[src/rtl/arrhythmia_frame_sequencer.sv]
// Frame-level scheduler for the arrhythmia VAE classifier datapath: latches one input frame,
// walks the per-layer clear lines through fixed cycle budgets and buffers the 2-element result.
module arrhythmia_frame_sequencer #(
  parameter int BITSIZE   = 16,
  parameter int ENC1_CC   = 12,
  parameter int SP1_CC    = 4,
  parameter int ENC2_CC   = 8,
  parameter int LAMBDA_CC = 10,
  parameter int ENC3_CC   = 4,
  parameter int SP3_CC    = 4,
  parameter int ENC4_CC   = 8,
  parameter int SIG_CC    = 4,
  parameter int CNT_W     = 8
) (
  input  logic                  clk,
  input  logic                  reset,
  input  logic                  in_valid,
  output logic                  in_ready,
  input  logic [BITSIZE*10-1:0] x_in,
  output logic [BITSIZE*10-1:0] x_hold,
  output logic                  enc1_start,
  output logic                  enc2_start,
  output logic                  enc3_start,
  output logic                  enc4_start,
  input  logic [BITSIZE*2-1:0]  dp_y,
  output logic [BITSIZE*2-1:0]  y_out,
  output logic                  out_valid,
  input  logic                  out_ready,
  output logic                  busy,
  output logic [3:0]            stage,
  output logic [15:0]           frame_cnt
);

  typedef enum logic [3:0] {
    S_IDLE   = 4'd0,
    S_ENC1   = 4'd1,
    S_SP1    = 4'd2,
    S_ENC2   = 4'd3,
    S_LAMBDA = 4'd4,
    S_ENC3   = 4'd5,
    S_SP3    = 4'd6,
    S_ENC4   = 4'd7,
    S_SIG    = 4'd8,
    S_HOLD   = 4'd9
  } state_t;

  // A budget of 0 is treated as 1 so every timed state lasts at least one cycle.
  function automatic logic [CNT_W-1:0] ld(input int cc);
    if (cc <= 1) return '0;
    return CNT_W'(cc - 1);
  endfunction

  function automatic logic [CNT_W-1:0] load_for(input state_t s);
    case (s)
      S_ENC1:   return ld(ENC1_CC);
      S_SP1:    return ld(SP1_CC);
      S_ENC2:   return ld(ENC2_CC);
      S_LAMBDA: return ld(LAMBDA_CC);
      S_ENC3:   return ld(ENC3_CC);
      S_SP3:    return ld(SP3_CC);
      S_ENC4:   return ld(ENC4_CC);
      S_SIG:    return ld(SIG_CC);
      default:  return '0;
    endcase
  endfunction

  state_t                 state_reg, state_next;
  logic [CNT_W-1:0]       cnt_reg, cnt_next;
  logic [BITSIZE*10-1:0]  x_hold_reg, x_hold_next;
  logic [BITSIZE*2-1:0]   y_out_reg, y_out_next;
  logic                   out_valid_reg, out_valid_next;
  logic [15:0]            frame_cnt_reg, frame_cnt_next;
  logic [3:0]             start_reg, start_next;

  always_ff @(posedge clk or negedge reset) begin
    if (!reset) begin
      state_reg     <= S_IDLE;
      cnt_reg       <= '0;
      x_hold_reg    <= '0;
      y_out_reg     <= '0;
      out_valid_reg <= 1'b0;
      frame_cnt_reg <= '0;
      start_reg     <= 4'hF;
    end else begin
      state_reg     <= state_next;
      cnt_reg       <= cnt_next;
      x_hold_reg    <= x_hold_next;
      y_out_reg     <= y_out_next;
      out_valid_reg <= out_valid_next;
      frame_cnt_reg <= frame_cnt_next;
      start_reg     <= start_next;
    end
  end

  always_comb begin
    state_next     = state_reg;
    cnt_next       = cnt_reg;
    x_hold_next    = x_hold_reg;
    y_out_next     = y_out_reg;
    out_valid_next = out_valid_reg;
    frame_cnt_next = frame_cnt_reg;
    start_next     = start_reg;
    case (state_reg)
      S_IDLE: begin
        if (in_valid) begin
          state_next    = S_ENC1;
          cnt_next      = load_for(S_ENC1);
          x_hold_next   = x_in;
          start_next[0] = 1'b0;
        end
      end
      S_ENC1, S_SP1, S_ENC2, S_LAMBDA, S_ENC3, S_SP3, S_ENC4, S_SIG: begin
        if (cnt_reg == '0) begin
          state_next = state_t'(state_reg + 4'd1);
          cnt_next   = load_for(state_next);
          // The result is sampled exactly once, on the SIG->HOLD edge.
          if (state_reg == S_SIG) begin
            y_out_next     = dp_y;
            out_valid_next = 1'b1;
          end
          if (state_next == S_ENC2) start_next[1] = 1'b0;
          if (state_next == S_ENC3) start_next[2] = 1'b0;
          if (state_next == S_ENC4) start_next[3] = 1'b0;
        end else begin
          cnt_next = cnt_reg - CNT_W'(1);
        end
      end
      S_HOLD: begin
        if (out_valid_reg && out_ready) begin
          state_next     = S_IDLE;
          out_valid_next = 1'b0;
          frame_cnt_next = frame_cnt_reg + 16'd1;
          start_next     = 4'hF;
        end
      end
      default: begin
        state_next = S_IDLE;
        start_next = 4'hF;
      end
    endcase
  end

  assign in_ready   = (state_reg == S_IDLE);
  assign busy       = (state_reg != S_IDLE);
  assign stage      = state_reg;
  assign x_hold     = x_hold_reg;
  assign y_out      = y_out_reg;
  assign out_valid  = out_valid_reg;
  assign frame_cnt  = frame_cnt_reg;
  assign enc1_start = start_reg[0];
  assign enc2_start = start_reg[1];
  assign enc3_start = start_reg[2];
  assign enc4_start = start_reg[3];

endmodule

[config.mk]
export PLATFORM = sky130hd
export DESIGN_NAME = arrhythmia_frame_sequencer
export DESIGN_NICKNAME = d
export VERILOG_FILES = /design/src/rtl/arrhythmia_frame_sequencer.sv
export SDC_FILE = /design/constraint.sdc
export NUM_CORES = 1
export LEC_CHECK = 0
export BUFFER_PORTS_ARGS = -buffer_cell sky130_fd_sc_hd__buf_2
export CAP_MARGIN = 5
export CORE_AREA = 2 2 162 164
export DETAILED_ROUTE_END_ITERATION = 16
export DIE_AREA = 0 0 164 166
export PLACE_DENSITY = 0.7
export SYNTH_ARGS = -nofsm -noshare
export SYNTH_HDL_FRONTEND = slang
export SYNTH_SLANG_ARGS = --single-unit
export TNS_END_PERCENT = 10
[constraint.sdc]
create_clock -name clk -period 2.3 [get_ports clk]
set_input_delay 0.46 -clock clk [delete_from_list [all_inputs] [get_ports clk]]
set_output_delay 0.46 -clock clk [all_outputs]
set_load 0.05 [all_outputs]
==> out/results.ini <==
[drt]
drtIter0Drc = 345
routed_vias = 6559
totalWireLength_mm = 24.58
detail_route.vias_per_cell = 4.692
avgRoutedWirePerCell_um = 17.59
final_antenna_net_count = 0
firstDrtPassIters = 4
drc_errors = 0

[worst_setup_path]
end_kind = output pin
worstSetupPathType = reg2out
max_stage_delay_ns = 0.44
critPathArrivalTime_ns = 1.79
worst_setup_path_start_kind = flip-flop
crit_slowest_cell = sky130_fd_sc_hd__dfrtp_2
timing.critical_path.buf_inv = 3
crit_chain = inv_4 -> ha_4 -> nand2b_4 -> or2_4 -> inv_8 -> buf_8
critical_path.top_delay_family = flip-flops
crit_path_max_fanout = 9
cp_data_required_time_ns = 1.84
crit-reg2reg-launch = stage[0]
first_element_of_the_critical_path = stage[0]

[layout]
largest_register_ffs = 160
final_util = 0.5076
multi_input_comb_area_mm2 = 0.003610
syn2layout_area_growth_pct = 35.52
num-fill-cells = 2186
final_nets = 1245
mostFrequentLayoutCell = sky130_fd_sc_hd__buf_2
summed_area_of_non_filler_cells_in_the_final_layout_mm2 = 0.01300
layout.area.seq_mm2 = 0.005638
stdcell_count = 1398
drive_gt1_frac = 0.6575
layout_common_cells = sky130_fd_sc_hd__buf_2, sky130_fd_sc_hd__dfrtp_1, sky130_fd_sc_hd__mux2_4

[floorplan]
die_x_um = 164
die-height_um = 166
die_area_mm2 = 0.02722
pin_count = 415
number_of_rows_in_the_core_area = 59
initial_util = 0.3746
floorplan.core_area_mm2 = 0.02562

[clock_network]
clock_tree.root_cell = sky130_fd_sc_hd__clkbuf_16
worst_setup_hold_path_clk_slew_ns = 0.07
htreeDepth = 1
cts-root-to-sink-buffers = 3
tritoncts_clock_tree = yes
clock_insertion_delay_worst_skew_ns = 0.52
tritoncts.num_buffers = 25
cts_sinks = 225

[synthesis]
synth_top_cell_by_area = sky130_fd_sc_hd__dfrtp_1
number_of_enable_type_register_cells_in_the_synthesized_netlist = 0
synth_top_area_frac = 0.5763
synthesis.area_mm2 = 0.009595
synth_area_leaders = sky130_fd_sc_hd__dfrtp_1, sky130_fd_sc_hd__mux2_4, sky130_fd_sc_hd__mux2_2
postSynthRegisterBits = 225
synth.net_count = 805
synth_area_per_cell_um2 = 16.02
synth_async_sr_flop_share = 1.000
netlist_instances = 599
ys_dominant_reg_cell = sky130_fd_sc_hd__dfrtp_1
netlist-cell-type-count = 55
synth.yosys.seq_area_share = 0.5873
ys.warnings.count = 0

[timing]
worst_slew_margin_rel = 0.5053
finalHoldViolCount = 0
finalMaxSlewViolations = 0
final_cycle_share = 0.9797
max_freq_ghz = 0.4438
final_critical_delay_including_setup_and_external_delays_ns = 2.253
finalClockSkew_ns = 0.01678
setup_viol = 0
worst_slack_ns = 0.04660
worst-slew-pin-transition_ns = 0.7318

[pwr]
total_power_uw = 22140
power.internal_uw = 11790
power_density_mw_per_mm2 = 1702
combinational_power_share = 0.521
net-switching-power_uw = 10350
power_leakage_uw = 0.006498
vdd_ir_drop_max_mv = 1.294
p_seq_frac = 0.293
pwr-share-clk = 0.186
power.switching_fraction = 0.4676

[global_route]
grt_overflow = 0
grtUsageMet1 = 0.2080
grt_busiest_layer = met2
pin_count_of_the_biggest_net_entering_global_routing = 65
groute.usage.overall = 0.1733
antenna_found_initial = 8
first_global_vias = 6549
first_pass_grt_wire_length_mm = 37.19
groute.layer.met2.usage = 0.2987
globalRouteMet3Util = 0.05719

[run_status]
status = completed

[hold_path]
hp-start = x_in[98]
worst_hold_path_type = in2reg

[place]
dpl_cell_area_mm2 = 0.01208
port-buffer-count = 414
gpl.final_weighted_congestion = 0.8776
numPlacedInstances = 1343
dp_hpwl_mm = 18.66
pre_cts_slack_ns = 0.07792

[flow_run]
maxCapViolations = 0

## metrics by stage
step | setup TNS [ns] | hold WS [ns]
detailed placement | 0 | 0.4595
floorplan | -8.563 | 0.1644
CTS | 0 | 0.1402
global route | -0.02501 | 0.1490
global placement | 0 | 0.4569
finish | 0 | 0.1672
## synthesized netlist by cell type, types with 2 or more instances
library cell / number
sky130_fd_sc_hd__a21boi_0: 2
sky130_fd_sc_hd__a21o_1: 3
sky130_fd_sc_hd__a21oi_1: 11
sky130_fd_sc_hd__a22o_1: 4
sky130_fd_sc_hd__a311oi_1: 2
sky130_fd_sc_hd__a31oi_1: 2
sky130_fd_sc_hd__and2_1: 2
sky130_fd_sc_hd__and3_1: 5
sky130_fd_sc_hd__and3b_1: 3
sky130_fd_sc_hd__buf_1: 2
sky130_fd_sc_hd__buf_12: 11
sky130_fd_sc_hd__buf_2: 7
sky130_fd_sc_hd__buf_4: 6
sky130_fd_sc_hd__buf_6: 2
sky130_fd_sc_hd__dfrtp_1: 221
sky130_fd_sc_hd__dfstp_2: 4
sky130_fd_sc_hd__ha_1: 10
sky130_fd_sc_hd__inv_1: 6
sky130_fd_sc_hd__mux2_2: 94
sky130_fd_sc_hd__mux2_4: 100
sky130_fd_sc_hd__mux2i_1: 3
sky130_fd_sc_hd__nand2_1: 14
sky130_fd_sc_hd__nand3_1: 8
sky130_fd_sc_hd__nand4_1: 5
sky130_fd_sc_hd__nor2_1: 4
sky130_fd_sc_hd__nor2b_1: 2
sky130_fd_sc_hd__nor3_1: 9
sky130_fd_sc_hd__nor4_1: 2
sky130_fd_sc_hd__o21ai_0: 5
sky130_fd_sc_hd__o22ai_1: 2
sky130_fd_sc_hd__o2bb2ai_1: 2
sky130_fd_sc_hd__o31ai_1: 4
sky130_fd_sc_hd__o41ai_1: 3
sky130_fd_sc_hd__or4_1: 2
sky130_fd_sc_hd__xnor2_1: 14
sky130_fd_sc_hd__xor2_1: 4
## power by group through the flow
stage | sequential, µW | clock [µW] | combinational, µW
CTS | 6500 | 4240 | 11500
detailed placement | 6550 | 0 | 11500
finish | 6480 | 4120 | 11500
global placement | 6490 | 0 | 11400
global route | 6700 | 4410 | 12000
floorplan | 11900 | 0 | 3620
## cells by family (layout without fill, tap and decap cells)
family,after synthesis,after routing,synth area share
adders and majority gates,10,10,0.01304
DFF,225,225,0.5873
and+or+nand+nor,66,66,0.04042
xor gates and xnor gates,18,18,0.01643
muxes,197,197,0.2699
AOI/OAI and AO/OA,47,47,0.03508
other,0,6,0
buffers and inverters,36,494,0.03781
## final timing paths
| kind | end | slack, ns | depth (start not counted) |
|---|---|---|---|
| min reg2reg | start_reg[2] | 0.47 | 2 |
| max reg2reg | cnt_reg[3] | 0.05 | 6 |
| max in group asynchronous | start_reg[0] | 1.12 | 3 |
| min | x_hold[98] | 0.17 | 2 |
| max | in_ready | 0.05 | 6 |
| min in group asynchronous | x_hold[135] | 0.52 | 2 |
## worst reg2reg max path, cell delays in order (launching register included)
cell,delay (ns)
sky130_fd_sc_hd__dfrtp_2,0.44
sky130_fd_sc_hd__buf_4,0.16
sky130_fd_sc_hd__ha_1,0.25
sky130_fd_sc_hd__ha_1,0.46
sky130_fd_sc_hd__mux2_2,0.38
sky130_fd_sc_hd__a311oi_1,0.33
sky130_fd_sc_hd__o21ai_0,0.12
## timing repair
item / 4_1_cts / 5_1_grt
setup endpoints to repair: 2 / 9
pin swaps: 1 / 0
resized for setup: 4 / 0
endpoints found under the hold margin: 58 / 0
hold buffers: 1 / 0
buffers inserted: 0 / 3
## cell type report
cell class,instances,share of cell area
sequential,225,0.4336
multi-input combinational,338,0.2776
timing repair buffer,442,0.1870
clock buffer,29,0.05080
tap,335,0.03223
clock inverter,16,0.01482
inverter,7,0.002790
antenna,6,0.001155
## layer usage
metal | wire (µm) | vias up | part of all wire
met5 | 22 | - | 0.00089
met4 | 444 | 4 | 0.018
li1 | - | 3041 | -
met3 | 2179 | 39 | 0.089
met2 | 12170 | 240 | 0.50
met1 | 9765 | 3235 | 0.40
(Power assumes the default switching activity.)
